--- src/rtl/rr_priority_encoder.sv ---
// rr_priority_encoder
//   Takes a multi-hot request vector and emits the binary index of each set
//   bit, one per accepted handshake, in ascending order modulo N starting at a
//   round-robin pointer. The pointer survives between vectors, so no bit
//   position is permanently favoured.
//
// Ports
//   clk        rising-edge clock
//   reset      synchronous, active-high reset
//   req_valid  request vector presented
//   req_ready  idle and able to take a vector this cycle
//   req_vec    multi-hot request vector (N bits)
//   enc_valid  enc_idx / enc_last are valid
//   enc_ready  consumer takes the current index
//   enc_idx    binary index of the granted bit (W bits)
//   enc_last   enc_idx is the last pending bit of the current vector
//   pending    captured bits not yet emitted (N bits)
//
// state | meaning
// IDLE  | waiting for a request vector; req_ready high outside reset
// BUSY  | emitting indices of the captured vector; enc_valid high

module rr_priority_encoder #(
  parameter int N = 4,
  parameter int W = $clog2(N)
) (
  input  logic         clk,
  input  logic         reset,
  input  logic         req_valid,
  output logic         req_ready,
  input  logic [N-1:0] req_vec,
  output logic         enc_valid,
  input  logic         enc_ready,
  output logic [W-1:0] enc_idx,
  output logic         enc_last,
  output logic [N-1:0] pending
);

  typedef enum logic {IDLE = 1'b0, BUSY = 1'b1} state_t;

  state_t         state, state_nx;
  logic [N-1:0]   pending_nx;
  logic [W-1:0]   ptr, ptr_nx;
  logic [W-1:0]   idx_nx;
  logic           last_nx;
  logic [N-1:0]   pend_clr;
  logic [W-1:0]   idx_inc;

  // First set bit of mask, searching upward from start and wrapping N-1 -> 0.
  // Index arithmetic relies on N being a power of two for the natural wrap.
  function automatic logic [W-1:0] first_set(input logic [N-1:0] mask,
                                             input logic [W-1:0] start);
    logic [W-1:0] idx;
    logic         found;
    first_set = start;
    found     = 1'b0;
    for (int i = 0; i < N; i++) begin
      idx = start + W'(i);
      if (!found && mask[idx]) begin
        first_set = idx;
        found     = 1'b1;
      end
    end
  endfunction

  assign req_ready = (state == IDLE) & ~reset;
  assign enc_valid = (state == BUSY);
  assign idx_inc   = enc_idx + W'(1);

  always_comb begin
    state_nx   = state;
    pending_nx = pending;
    ptr_nx     = ptr;
    idx_nx     = enc_idx;
    last_nx    = enc_last;
    pend_clr   = pending;
    pend_clr[enc_idx] = 1'b0;

    case (state)
      IDLE: begin
        // An all-zero vector is accepted and silently dropped.
        if (req_valid && req_ready && (req_vec != '0)) begin
          pending_nx = req_vec;
          idx_nx     = first_set(req_vec, ptr);
          last_nx    = ($countones(req_vec) == 1);
          state_nx   = BUSY;
        end
      end
      BUSY: begin
        if (enc_ready) begin
          pending_nx = pend_clr;
          ptr_nx     = idx_inc;
          if (enc_last) begin
            // enc_idx / enc_last simply hold; they are don't-care while idle.
            state_nx = IDLE;
          end else begin
            idx_nx  = first_set(pend_clr, idx_inc);
            last_nx = ($countones(pend_clr) == 1);
          end
        end
      end
      default: state_nx = IDLE;
    endcase
  end

  always_ff @(posedge clk) begin
    if (reset) begin
      state    <= IDLE;
      pending  <= '0;
      ptr      <= '0;
      enc_idx  <= '0;
      enc_last <= 1'b0;
    end else begin
      state    <= state_nx;
      pending  <= pending_nx;
      ptr      <= ptr_nx;
      enc_idx  <= idx_nx;
      enc_last <= last_nx;
    end
  end

endmodule
--- config.mk ---
export PLATFORM = sky130hd
export DESIGN_NAME = rr_priority_encoder
export DESIGN_NICKNAME = d
export VERILOG_FILES = /design/src/rtl/rr_priority_encoder.sv
export SDC_FILE = /design/constraint.sdc
export NUM_CORES = 1
export LEC_CHECK = 0
export ABC_CLOCK_PERIOD_IN_PS = 2500
export BUFFER_PORTS_ARGS = -buffer_cell sky130_fd_sc_hd__buf_2
export CAP_MARGIN = 15
export CORE_MARGIN = 8
export CORE_UTILIZATION = 43
export CTS_CLUSTER_SIZE = 16
export DETAILED_ROUTE_END_ITERATION = 8
export PLACE_DENSITY = 0.74
export SYNTH_ARGS = -nofsm -noshare
export SYNTH_HDL_FRONTEND = slang
export SYNTH_SLANG_ARGS = --single-unit
--- constraint.sdc ---
create_clock -name clk -period 2.5 [get_ports clk]
set_input_delay 0.5 -clock clk [delete_from_list [all_inputs] [get_ports clk]]
set_output_delay 0.5 -clock clk [all_outputs]
set_load 0.03 [all_outputs]
# Word level (Yosys, flattened, before mapping)
# Index checks and enable logic that the tools add are counted.
# classes
reduce_logical,19
bitwise,5
n_eq_ne,5
order_cmp,10
n_shift,0
multipliers,0
n_mux,60
div,0
add_sub_neg,13
# ops
cell,count
2-to-1 mux 1 bit,36
less-than comparator 2 x 3 -> 1 bit (second input constant),9
2-to-1 mux 2 bit,9
binary-select mux 1 bit (select 2 bit),8
logical AND 1 bit,9
adder 1 x 1 -> 2 bit,4
adder 2 bit (second input constant),4
2-to-1 mux 4 bit,2
one-hot mux 4 bit (2 select lines),1
adder 2 x 1 -> 2 bit (second input constant),3
adder 2 x 2 -> 3 bit,2
equality test 3 x 1 -> 1 bit (second input constant),2
logical NOT 1 bit,6
bitwise AND 4 bit,1
inequality test 2 bit (second input constant),2
inverter 4 bit,1
one-hot mux 1 bit (2 select lines),2
one-hot mux 2 bit (2 select lines),1
AND reduction 2 bit,2
nonzero test 4 bit,1
AND reduction 3 bit,1
demux 1 bit (select 2 bit),1
>= comparator 2 x 1 -> 1 bit (second input constant),1
inequality test 2 x 1 -> 1 bit (second input constant),1
2 further kinds,3
# word_totals
latchBits,0
word_cells,117
output_inout_bits,9
n_memories,0
inputBits,8
ram_bits,0
regBits,10
rom_bits,0

# Logic depth before layout (Yosys ltp)
# logic_depth
ltp_word,30
mapped_depth,12
mapped_depth_nobuf,11

# Least setup slack after synthesis
# OpenSTA, ideal clock, no wires.
# synth_timing
path_kind,reg2reg
startpoint,register enc_idx[0]
endpoint,register enc_last
t_required_ns,2.414
path_buffers,1
arrival_ns,2.565
setup_slack_ns,-0.151
setup_time_ns,0.086
synth_period_minus_slack_ns,2.651
stages_incl_launch_ff,13
path_cell_list,dfxtp_1 buf_4 inv_1 ha_1 nand2b_1 xnor2_1 ha_1 ha_1 ha_1 nor2_1 nand2_1 a21o_1 a211oi_1
# synth_via
elab_chain_cells,12
elab_cells_between_ends,14
cone_classes,add/sub: 3; order compare: 2; eq/ne: 1; mux: 5; bitwise: 2; reduce/logical: 1
# synth_lines
element,line_no,rtl
from (decl),34,"output logic [W-1:0] enc_idx,"
from (signal assigned),117,enc_idx <= idx_nx;
less-than comparator 2 x 3 -> 1 bit (not written as such) / >= comparator 2 x 1 -> 1 bit (equally long branches),77,pend_clr[enc_idx] = 1'b0;
logical AND 1 bit (not written as such),77,
2-to-1 mux 1 bit (not written as such),77,
demux 1 bit (select 2 bit) (*),77,
inverter 4 bit (no source line) (*),-,
bitwise AND 4 bit (no source line) (*),-,
adder 1 x 1 -> 2 bit (not written as such),98,last_nx = ($countones(pend_clr) == 1);
adder 2 x 2 -> 3 bit (not written as such) (*),98,
equality test 3 x 1 -> 1 bit (*),98,
2-to-1 mux 1 bit (*),93,if (enc_last) begin
2-to-1 mux 1 bit (*),90,if (enc_ready) begin
one-hot mux 1 bit (2 select lines) (*),79,case (state)
to (signal assigned),118,enc_last <= last_nx;
to (decl),35,"output logic enc_last,"
# Every way passes the cells marked *; elsewhere a longest branch is shown, timed or not. The select of a mux whose other input is x is not followed.
# A chain may end at the register's enable or synchronous reset.

# Final worst setup path
# Ends and elaborated chain as after synthesis.

==> metrics.txt <==
clock root buffer=clkbuf_4; first-pass GRT wire length=3657 um; CTS Buf Count=3; vias in the first global route=901; Async SR Flop Fraction=0%; Worst Max-Slew Pin Slew=0.4263 ns; clock network power share=31.0%; Hold Crit Class=flop to flop; initial DRC count=59; post-DP HPWL=1771 um; drt total wl=2275 um; post-synth net total=141; FMAX=426.0 MHz; Critical Path AT=2.55 ns; fraction of layout cells with a size suffix above 1=22.70%; # clock sinks=10; CP startpoint=enc_idx[0]; Netlist cell types=38; worst setup margin=0.1525 ns; P per Cell Area=446.6 mW/mm^2; Die W=61.77 um; final hold violation count=0; reg2reg start=enc_idx[0]; Seq/Total Area, Yosys=22.22%; DR WL/cell=13.54 um; Net Sw Frac=33.97%; final clock skew=0.009836 ns; outcome=finished clean; TritonCTS clock tree=yes; I/O Buffers=16; pin count of the biggest net entering global routing=14; Mapped Cells=122; Clk Latency, worst-skew pair=0.28 ns; CP Launch Type=flop; min Tclk post-route=2.347 ns; fill count=205; Leakage=0.4885 nW; final period utilization=93.90%; vias per inst=5.744; Overflow after GRT=0; setup TNS=0 ns; Final Max Slew Viols=0; Seq pwr share=37.7%; Avg Inst Size Synth=7.384 um^2; crit-path max cell delay=0.37 ns; Rel. slew slack=70.84%; synthesized area=900.9 um^2; Core Footprint=0.001962 mm^2; WHS=0.5007 ns; Final setup viols=0; Antenna Nets Post-Route=0; # DRC=0; Syn-to-layout area delta=18.61%; Int Power=0.3151 mW; chip height=61.77 um; I/O pin total=17; Synth Flop Type=dfxtp_1; hold_sp=pending[2]; ant diodes=0; Initial Util=45.92%; synth warn=0; Max VDD drop=0.3409 mV; Hold Buf Count CTS=0; crit path capture type=flop; Post-synth EDFFs=0; Detailed Routing Iterations Pass 1=5; CP cell instances=buf_12, ha_1, nor2b_2, xnor2_1, ha_1, ha_1, ha_1, nor2_1, nand2_1, a21o_1, a211oi_1; CP Class=flop to flop; Worst path slowest cell=dfxtp_4; Finished Layout Cells=168; GRT Util Overall=12.86%; Yosys reg bits=10; most used cell, CP=ha_1; Placer Congestion=0.8877; via count=965; htree depth=1; max-cap viol count=0; Post-Place Cells=163; clk buf depth=2; Max FO, Critical Path=9; P_sw=0.1621 mW; Clock Pin Slew Worst Setup and Hold Paths=0.07 ns; full die area=0.003816 mm^2; pre-CTS setup slack=0.06347 ns; Worst EP required=2.70 ns; combinational power share=31.3%; initial antenna violation count=0; Core Rows=16; nets=161
-- cells in the mapped netlist (2+ instances only) --
cell type  number  area share [%]
o21ai_0         6             3.3
o21a_1          2             1.7
ha_1           10              14
or4_1           2             1.7
nand3_1         2             1.1
nor2_1         15             6.2
a21oi_1        12             6.7
nand4_1         2             1.4
nor4_1          2             1.4
o311a_1         2             2.2
o21ai_1         4             2.2
dfxtp_1        10              22
nand2_1        12             5.0
inv_1          11             4.6
nand2b_1        3             2.1
nor2b_1         3             2.1
inv_2           2            0.83
a21o_1          2             1.7
-- registers in the layout (all words and copies together) (netlist names) --
register / cells
enc_last: 1
enc_idx: 2
enc_valid: 1
pending: 4
ptr: 2
-- worst max-delay path, delay by kind of cell, from the launching register on --
kind	cells	cell delay [ns]
xor gates and xnor gates	1	0.14
buffers and inverters	1	0.13
and+or+nand+nor	3	0.34
DFF	1	0.37
AOI/OAI and AO/OA	2	0.37
adders and majority gates	4	0.92
-- cell families (layout without fill, tap and decap cells) --
logic type / Yosys count / in the layout / share of synthesized area, %
simple gates: 45 / 45 / 25.14
compound gates: 38 / 38 / 27.09
buf+inv: 17 / 36 / 8.472
fa+ha+maj: 11 / 11 / 16.11
flops: 10 / 10 / 22.22
xor+xnor: 1 / 1 / 0.9724
-- repair_timing --
item | CTS | global route
endpoints found under the setup margin | 0 | 1
resized for setup | 0 | 3
setup buffers | 0 | 1
-- cells in the final DEF, fill, tap and decap left out, drive strengths merged --
cell type   n
buf        19
nor2       15
inv        13
nand2      12
a21oi      12
ha         10
dfxtp      10
o21ai      10
clkbuf      4
nor2b       4
nand2b      3
a21o        2
or4         2
nand4       2
o21a        2
o311a       2
nor4        2
nand3       2
or2b        1
xnor2       1
and4        1
a22oi       1
a2bb2oi     1
o221ai      1
o311ai      1
a41oi       1
o32ai       1
nor3        1
a2111oi     1
o22ai       1
a32o        1
a211oi      1
fa          1
-- power groups by stage --
stage	sequential (mW)	clock, mW	combinational, mW
6_report	0.180	0.148	0.149
5_1_grt	0.181	0.160	0.167
4_1_cts	0.181	0.151	0.140
3_5_place_dp	0.185	0	0.139
3_3_place_gp	0.184	0	0.137
2_1_floorplan	0.196	0	0.0870
-- through the flow --
stage	total power [mW]	area, um^2	util (%)
4_1_cts	0.4724	1044	53.19
3_3_place_gp	0.3214	1007	51.34
6_report	0.4772	1069	54.46
3_5_place_dp	0.3237	1007	51.34
2_1_floorplan	0.2832	905.9	-
5_1_grt	0.5076	1069	54.46
-- final timing paths --
| check | to | slack (ns) | cells past startpoint |
|---|---|---|---|
| max reg2reg | enc_last | 0.15 | 11 |
| min reg2reg | pending[2] | 0.50 | 2 |
| max | enc_last | 0.15 | 11 |
| min | pending[2] | 0.50 | 2 |
-- cell type report --
class | instances | area, um^2 | share of cell area [%]
multi-input cells | 95 | 629.4 | 58.90
clock buffers | 4 | 36.28 | 3.396
inverters | 13 | 48.80 | 4.567
flip-flops and latches | 10 | 205.2 | 19.20
repair buffers | 19 | 115.1 | 10.77
well taps | 27 | 33.78 | 3.162
-- routing by layer --
layer / vias to the layer above / share of wire, % / global-route usage [%]
met5: - / 0 / 0
met4: 0 / 2.9 / 5.844
met3: 15 / 6.5 / 4.527
met2: 40 / 47 / 21.42
met1: 438 / 43 / 14.34
li1: 472 / - / -
Power figures use the tool's default switching activity.
